`config.mk`:
```
export PLATFORM = sky130hd
export DESIGN_NAME = hazard_ctl
export DESIGN_NICKNAME = d
export VERILOG_FILES = /design/src/rtl/hazard_ctl_pkg.sv /design/src/rtl/sat_cnt.sv /design/src/rtl/hazard_ctl.sv
export SDC_FILE = /design/constraint.sdc
export NUM_CORES = 1
export LEC_CHECK = 0
export BUFFER_PORTS_ARGS = -buffer_cell sky130_fd_sc_hd__buf_2
export CAP_MARGIN = 25
export CORE_MARGIN = 4
export CORE_UTILIZATION = 30
export CTS_CLUSTER_SIZE = 16
export DETAILED_ROUTE_END_ITERATION = 16
export PLACE_DENSITY = 0.61
export SYNTH_ARGS = -nofsm -noshare
export SYNTH_HDL_FRONTEND = slang
export SYNTH_SLANG_ARGS = --single-unit
```
`constraint.sdc`:
```
create_clock -name clk -period 3 [get_ports clk]
set_clock_uncertainty 0.15 [all_clocks]
set_input_delay 0 -clock clk [delete_from_list [all_inputs] [get_ports clk]]
set_output_delay 0 -clock clk [all_outputs]
set_load 0.01 [all_outputs]
```
`src/rtl/hazard_ctl_pkg.sv`:
```
// Shared types and sizing for the pipeline hazard controller.
package hazard_ctl_pkg;

    typedef enum logic [1:0] {
        RUN  = 2'd0,
        HOLD = 2'd1
    } state_e;

    localparam int CNT_W      = 16;
    localparam int HOLD_W     = 8;
    localparam int HOLD_LIMIT = 255;

endpackage

```
`src/rtl/sat_cnt.sv`:
```
// Saturating up-counter with synchronous reset and synchronous clear.
module sat_cnt #(
    parameter int WIDTH = 8
) (
    input  logic             clk,
    input  logic             rst,
    input  logic             inc,
    input  logic             clr,
    output logic [WIDTH-1:0] cnt
);

    logic [WIDTH-1:0] r_cnt;

    // NOTE: sequential state is always written with <= so every flop samples pre-edge values.
    always_ff @(posedge clk) begin
        if (rst) begin
            r_cnt <= '0;
        end else if (clr) begin
            r_cnt <= '0;
        end else if (inc && (r_cnt != {WIDTH{1'b1}})) begin
            r_cnt <= r_cnt + WIDTH'(1);
        end
    end

    assign cnt = r_cnt;

endmodule

```
`src/rtl/hazard_ctl.sv`:
```
// Load-use stall, branch flush and memory-hold control for a 5-stage MIPS pipeline.
// Outputs are Mealy: registered RUN/HOLD state plus the current hazard inputs.
module hazard_ctl
    import hazard_ctl_pkg::*;
(
    input  logic              clk,
    input  logic              rst,
    input  logic              idex_memread,
    input  logic [4:0]        idex_rt,
    input  logic [4:0]        ifid_rs,
    input  logic [4:0]        ifid_rt,
    input  logic              ifid_uses_rt,
    input  logic              exmem_br_taken,
    input  logic              mem_hold,
    output logic              pc_write,
    output logic              ifid_write,
    output logic              ifid_flush,
    output logic              idex_bubble,
    output logic              exmem_flush,
    output logic              idex_hold,
    output logic [CNT_W-1:0]  stall_cnt,
    output logic [CNT_W-1:0]  flush_cnt,
    output logic [HOLD_W-1:0] hold_cnt,
    output logic              hold_timeout,
    output logic [1:0]        state
);

    localparam logic [HOLD_W-1:0] HOLD_LAST = HOLD_W'(HOLD_LIMIT - 1);

    state_e r_state;
    logic   r_br_pend;
    logic   r_hold_timeout;

    state_e w_next_state;
    logic   w_br_pend_next;
    logic   w_load_use;
    logic   w_branch;
    logic   w_stall_inc;
    logic   w_flush_inc;
    logic   w_hold_inc;
    logic   w_hold_clr;

    assign w_load_use = idex_memread && (idex_rt != 5'd0) &&
                        ((idex_rt == ifid_rs) || (ifid_uses_rt && (idex_rt == ifid_rt)));

    // A branch that resolved while the pipeline was frozen is replayed on release.
    assign w_branch = exmem_br_taken || ((r_state == HOLD) && r_br_pend);

    // NOTE: every output gets a default before the case so no path can infer a latch.
    always_comb begin
        w_next_state   = RUN;
        w_br_pend_next = 1'b0;
        pc_write       = 1'b1;
        ifid_write     = 1'b1;
        ifid_flush     = 1'b0;
        idex_bubble    = 1'b0;
        exmem_flush    = 1'b0;
        idex_hold      = 1'b0;
        w_stall_inc    = 1'b0;
        w_flush_inc    = 1'b0;
        w_hold_inc     = 1'b0;
        w_hold_clr     = 1'b0;

        if (!rst) begin
            case (r_state)
                RUN, HOLD: begin
                    if (mem_hold) begin
                        pc_write       = 1'b0;
                        ifid_write     = 1'b0;
                        idex_hold      = 1'b1;
                        w_next_state   = HOLD;
                        w_br_pend_next = exmem_br_taken || ((r_state == HOLD) && r_br_pend);
                        w_hold_inc     = (r_state == HOLD);
                    end else begin
                        w_hold_clr = (r_state == HOLD);
                        if (w_branch) begin
                            ifid_flush  = 1'b1;
                            idex_bubble = 1'b1;
                            exmem_flush = 1'b1;
                            w_flush_inc = 1'b1;
                        end else if (w_load_use) begin
                            pc_write    = 1'b0;
                            ifid_write  = 1'b0;
                            idex_bubble = 1'b1;
                            w_stall_inc = 1'b1;
                        end
                    end
                end
                default: begin
                    w_next_state = RUN;
                end
            endcase
        end
    end

    always_ff @(posedge clk) begin
        if (rst) begin
            r_state        <= RUN;
            r_br_pend      <= 1'b0;
            r_hold_timeout <= 1'b0;
        end else begin
            r_state   <= w_next_state;
            r_br_pend <= w_br_pend_next;
            if (w_hold_inc && (hold_cnt >= HOLD_LAST)) begin
                r_hold_timeout <= 1'b1;
            end
        end
    end

    sat_cnt #(.WIDTH(CNT_W)) u_stall_cnt (
        .clk (clk),
        .rst (rst),
        .inc (w_stall_inc),
        .clr (1'b0),
        .cnt (stall_cnt)
    );

    sat_cnt #(.WIDTH(CNT_W)) u_flush_cnt (
        .clk (clk),
        .rst (rst),
        .inc (w_flush_inc),
        .clr (1'b0),
        .cnt (flush_cnt)
    );

    sat_cnt #(.WIDTH(HOLD_W)) u_hold_cnt (
        .clk (clk),
        .rst (rst),
        .inc (w_hold_inc),
        .clr (w_hold_clr),
        .cnt (hold_cnt)
    );

    assign hold_timeout = r_hold_timeout;
    assign state        = r_state;

endmodule

```
==> results of run 1 <==
worst max-delay path: stages (launching register included):
cell     delay (ns)
dfxtp_1        0.40
ha_1           0.19
nand3_1        0.19
or4_1          0.56
nand3_2        0.31
nor4b_1        0.11
mux2_1         0.32
metal layers:
metal / vias up / wire length (µm)
met5: - / 0
met4: 0 / 61
met3: 6 / 466
met2: 64 / 2630
met1: 1028 / 2570
li1: 1129 / -
power breakdown:
part / internal, µW / switching, µW / total (µW)
Sequential: 573 / 4.38 / 578
Combinational: 32.4 / 49.6 / 81.9
Clock: 210 / 191 / 401
Total: 816 / 245 / 1060
sequential cells by signal (all words and copies together), names as in the netlist:
register	flops
u_flush_cnt.cnt	16
state	1
r_br_pend	1
u_hold_cnt.cnt	8
hold_timeout	1
u_stall_cnt.cnt	16
layout make-up:
| cell class | instances | area, µm² |
|---|---|---|
| Sequential cell | 43 | 861 |
| Multi-Input combinational cell | 208 | 1320 |
| Tap cell | 99 | 124 |
| Fill cell | 773 | 4500 |
| Clock buffer | 8 | 100 |
| Inverter | 9 | 33.8 |
| Timing Repair Buffer | 73 | 385 |
stage by stage:
stage / util (%) / setup slack (ns) / cells / total power, µW / area, µm²
detailed placement: 36.8 / 0.679 / 429 / 671 / 2700
finish: 38.6 / 0.662 / 440 / 1060 / 2830
CTS: 38.6 / 0.663 / 440 / 1080 / 2830
global route: 38.6 / 0.476 / 440 / 1110 / 2830
floorplan: - / 0.834 / 272 / 639 / 2280
global placement: 36.8 / 0.721 / 429 / 670 / 2700
kinds of logic after synthesis:
| kind of cell | share of synthesized area, % |
|---|---|
| simple gates | 27.3 |
| compound gates | 16.0 |
| flops | 37.7 |
| xor+xnor | 10.4 |
| buf+inv | 4.33 |
| fa+ha+maj | 2.19 |
| mux | 1.92 |
| other cells | 0.164 |
cell usage after synthesis (2+ instances only):
cell,instances
a21oi_1,16
and2_1,2
and3_1,4
and4_1,4
buf_1,2
buf_4,5
clkbuf_1,4
dfxtp_1,43
ha_1,4
inv_1,9
mux2_1,3
nand2_1,18
nand3_1,11
nand4_1,9
nor2_1,35
nor2b_1,3
nor3_1,6
nor4_1,3
o211a_1,3
o211ai_1,4
o21ai_0,5
o21ai_1,3
o311ai_0,2
o31ai_1,10
o41ai_1,3
or3_1,5
or4_1,12
xnor2_1,10
xor2_1,17
final timing paths:
check / cells past startpoint / start / end / slack [ns]
worst max-delay path: 6 / u_stall_cnt.cnt[0] / u_stall_cnt.cnt[5] / 0.66
worst min-delay path: 4 / idex_memread / u_stall_cnt.cnt[2] / 0.09
worst max register to register: 6 / u_stall_cnt.cnt[0] / u_stall_cnt.cnt[5] / 0.66
worst min register to register: 1 / u_flush_cnt.cnt[15] / u_flush_cnt.cnt[15] / 0.34
what timing repair did:
action,in CTS,in global routing
setup endpoints to repair,0,0
gates resized for setup,0,0
endpoints found under the hold margin,3,0
hold buffers,3,0
==> reports/summary.txt, run 1 <==
CTS sink count = 43
1st-pass router iterations = 5
FFs w/ async S/R, synth = 0%
most common cell after layout, fill and taps aside = buf_2
sequential fraction of the synthesis area = 37.7%
Max Buffers Root-to-Sink = 2
max cap viols = 0
vias in the first global route = 2039
routability congestion estimate = 0.763
CTS tree = built
number of flops mapped to enable cells by yosys = 0
pin count of the biggest net entering global routing = 38
Post-CTS Setup Bufs = 0
top cell type's share of synthesized area = 37.7%
via density per instance = 5.06
status = finished, final reports clean
residual DRC count = 0
die height = 95.2 µm
Top Ports = 70
grt ovf = 0
Final Hold Fails = 0
fin crit share = 77.9%
unrepaired setup endpoints after global routing = false
met2 usage = 22.0%
peak supply drop = 200 µV
Mapped Cells = 272
Total Routing Usage GR = 12.8%
H-Tree Level Count = 2
Port Buffer Count = 68
grt met1 use = 15.4%
FMAX = 428 MHz
CTS root buf = clkbuf_8
antenna viol nets, final = 0
via count = 2227
Area Overhead vs Synth = 23.8%
fin nets = 365
Die Wd = 95.2 µm
P_leak = 0.00115 µW
CTS buffer count = 5
die area = 9070 µm²
syn_area_per_cell = 8.40 µm²
initial core utilization = 31.1%
Tmin final = 2.34 ns
Critical Path RT = 3.03 ns
area leader, netlist = dfxtp_1
max-slew violations = 0
Yosys reg bits = 43
Worst-path clk slew = 0.08 ns
ranking of synthesized cells by area = dfxtp_1 38%, xor2_1 6.5%, nor2_1 5.8%, or4_1 3.9%, xnor2_1 3.8%
layout cells sized above 1 = 23.2%
power per cell area = 375 nW/µm²
YS warnings = 0
grt peak-use layer = met2
Critical Path Source Type = flop
critical path class = reg -> reg
post-DP HPWL = 4.21 mm
most frequent cells in the layout = 68 x buf_2, 43 x dfxtp_1, 35 x nor2_1
TNS Setup = 0 ns
Cell Rows = 31
Final setup viols = 0
initial antenna violation count = 0
dominant synthesized flop cell = dfxtp_1
routed len/inst = 13.0 µm
global-route wire length before repair = 9.40 mm
worst skew pair latency = 0.29 ns
Slew headroom = 53.1%
Critical Path Fanout Max = 22
worst slew pin tran = 0.704 ns
Critical Path AT = 2.37 ns
HP Class = in -> reg
met3 global-route usage = 3.79%
syn nets = 297
Crit. End Element = flop
synth unique cells = 46
Post-Synthesis Cell Area = 2280 µm²
drt total wl = 5.73 mm
n_diodes = 0
Core Area = 7330 µm²
drt first-iter violations = 69
worst hold slack = 0.0870 ns
(Power assumes the default switching activity.)
==> run 2, diff against run 1 <==
--- a/config.mk
+++ b/config.mk
@@ -5,6 +5,7 @@
 export SDC_FILE = /design/constraint.sdc
 export NUM_CORES = 1
 export LEC_CHECK = 0
+export ABC_AREA = 1
 export BUFFER_PORTS_ARGS = -buffer_cell sky130_fd_sc_hd__buf_2
 export CAP_MARGIN = 25
 export CORE_MARGIN = 4
==> constraint.sdc (replaced) <==
create_clock -name clk -period 2.2 [get_ports clk]
set_clock_uncertainty 0.15 [all_clocks]
set_input_delay 0 -clock clk [delete_from_list [all_inputs] [get_ports clk]]
set_output_delay 0 -clock clk [all_outputs]
set_load 0.01 [all_outputs]
==> run 2 against run 1 <==
Core utilization fell by 0.93 points. Non-clock buffer count rose by 2. Total power rose by 44%. Sequential share of layout area fell by 2.9 points. Register-to-register slack got worse by 0.41 ns. Hold slack improved by 0.058 ns. Fmax rose by 20%. Combinational power rose by 65%.
==> reports/summary.txt, run 2 <==
status = finished, final reports clean
most frequent cells in the layout = 79 x nand2_1, 68 x buf_2, 64 x nor2_1
CP peak stage delay = 0.41 ns
Critical Path Source Type = flop
most common cell after layout, fill and taps aside = nand2_1
number of flops mapped to enable cells by yosys = 0
1st-pass router iterations = 4
Critical path buffers and inverters = 1
cells along the critical path = ha_1 -> nand3_1 -> nor2_1 -> nand3_1 -> nand2_2 -> inv_2 -> nand3_1 -> o21ai_0 -> a21oi_1
slowest CP cell = dfxtp_1
top cell type's share of synthesized area = 33.4%
Critical R2R Launch = u_flush_cnt.cnt[0]
FMAX = 514 MHz
Placed Cells = 555
syn_area_per_cell = 6.59 µm²
fin nets = 487
final core occ = 37.6%
syn nets = 416
die height = 101 µm
CTS root buf = clkbuf_8
top-count cell post-synth = nand2_1
Max Buffers Root-to-Sink = 2
drt first-iter violations = 109
via density per instance = 4.58
power per cell area = 489 nW/µm²
P_leak = 0.00150 µW
Non-Filler Instances = 567
unrepaired setup endpoints after global routing = false
routability congestion estimate = 0.818
pin count of the biggest net entering global routing = 29
Port Buffer Count = 68
Critical Path RT = 2.27 ns
sequential fraction of the synthesis area = 33.4%
global-route wire length before repair = 10.7 mm
Top delay family on crit path = simple AND/OR/NAND/NOR gates
initial antenna violation count = 0
worst setup margin = 0.256 ns
internal power = 1170 µW
Top Ports = 70
via count = 2599
Post-Synthesis Cell Area = 2570 µm²
Tmin final = 1.94 ns
Yosys reg bits = 43
grt ovf = 0
dominant synthesized flop cell = dfxtp_1
Die Wd = 101 µm
worst hold slack = 0.145 ns
ranking of synthesized cells by area = dfxtp_1 33%, nand2_1 12%, nor2_1 9.3%, inv_1 7.6%, nand3_1 7.0%
peak supply drop = 314 µV
critical path's most frequent cell = nand3_1
Final setup viols = 0
Slew headroom = 59.2%
part of the power in registers = 51.5%
Area Overhead vs Synth = 21.3%
vias in the first global route = 2402
antenna viol nets, final = 0
Mapped Cells = 391
pre-CTS setup slack = 0.193 ns
HP Class = in -> reg
n_diodes = 0
CTS sink count = 43
CTS tree = built
Worst-path clk slew = 0.08 ns
Critical Path Fanout Max = 15
TNS Setup = 0 ns
residual DRC count = 0
worst slew pin tran = 0.607 ns
post-DP HPWL = 4.79 mm
Critical Path AT = 2.02 ns
Final Hold Fails = 0
worst skew pair latency = 0.29 ns
sw power = 361 µW
layout cells sized above 1 = 22.3%
CTS buffer count = 5
Clock power frac = 39.6%
Core Area = 8300 µm²
routed len/inst = 11.1 µm
critical path class = reg -> reg
FFs w/ async S/R, synth = 0%
fin crit share = 88.4%
Gate power share = 8.9%
H-Tree Level Count = 2
Worst Min Path Start = idex_memread
start point of the critical path = u_flush_cnt.cnt[0]
area leader, netlist = dfxtp_1
synth unique cells = 37
Post-synth top cells = 79 x nand2_1, 64 x nor2_1, 52 x inv_1, 43 x dfxtp_1, 36 x nand3_1
drt total wl = 6.28 mm
max-slew violations = 0
Crit. End Element = flop
YS warnings = 0
Cell Rows = 33
Switching Share = 23.6%
Total Routing Usage GR = 12.7%
initial core utilization = 31.0%
die area = 10100 µm²
max cap viols = 0
-- run 2: changes by cell type after synthesis, sizes merged, moves of 5 or more --
cell,previous run,this run
xor2,17,4
nand2,18,82
a21oi,16,28
inv,9,62
xnor2,10,3
or4,12,0
nand3,12,37
nor2,35,70
o31ai,10,4
nor3,7,12
-- run 2: area by class of cell --
type                    instances  area (µm²)
fillers                       868        5170
multi-input cells             275        1390
flip-flops and latches         43         861
repair buffers                 75         405
inverters                      62         233
well taps                     105         131
clock buffers                   6        72.6
clock inverters                 1        30.0
-- run 2: worst register-to-register path, cell delays in order, from the launching register on --
cell and delay (ns):
dfxtp_1 0.41, ha_1 0.22, nand3_1 0.12, nor2_1 0.14, nand3_1 0.09, nand2_2 0.26
inv_2 0.16, nand3_1 0.11, o21ai_0 0.07, a21oi_1 0.14
-- run 2: timing repair --
action | CTS | global route
setup endpoints to repair | 0 | 4
hold buffers | 5 | 0
gates resized for setup | 0 | 1
endpoints found under the hold margin | 7 | 0
setup buffers | 0 | 0
-- run 2: metrics by stage --
| step | total power, µW | cell area, µm² |
|---|---|---|
| 2_1_floorplan | 893 | 2570 |
| 3_3_place_gp | 934 | 2970 |
| 3_5_place_dp | 937 | 2970 |
| 4_1_cts | 1560 | 3120 |
| 5_1_grt | 1600 | 3120 |
| 6_report | 1530 | 3120 |
-- run 2: cell families (layout without fill, tap and decap cells) --
kind of cell / after synthesis / count (layout) / synth area share, %
AOI/OAI and AO/OA: 45 / 45 / 9.67
xor gates and xnor gates: 7 / 7 / 2.38
adders and majority gates: 4 / 4 / 1.94
buffers and inverters: 73 / 144 / 12.7
DFF: 43 / 43 / 33.4
other: 1 / 1 / 0.146
and+or+nand+nor: 218 / 218 / 39.7
-- run 2: final timing paths --
kind                        end  slack (ns)  cells after the start
max          u_flush_cnt.cnt[8]        0.26                      9
min          u_stall_cnt.cnt[5]        0.14                      7
max reg2reg  u_flush_cnt.cnt[8]        0.26                      9
min reg2reg        hold_timeout        0.31                      2
-- run 2: power by group through the flow --
stage                     combinational [µW]  sequential, µW  clock, µW
after floorplan                         84.8             808          0
after global placement                   128             806          0
after detailed placement                 130             807          0
after global routing                     154             789        659
final                                    135             788        605
after CTS                                137             788        631
-- run 2: routing by layer --
layer  part of all wire (%)  vias to the layer above  routed length, µm  global-route usage, %
met5                      0                        -                  0                      0
met4                   0.86                        0                 54                   3.21
met3                    5.6                        5                351                   3.11
met2                     48                       47               2990                   22.3
met1                     46                     1156               2890                   15.5
li1                       -                     1391                  -                      -
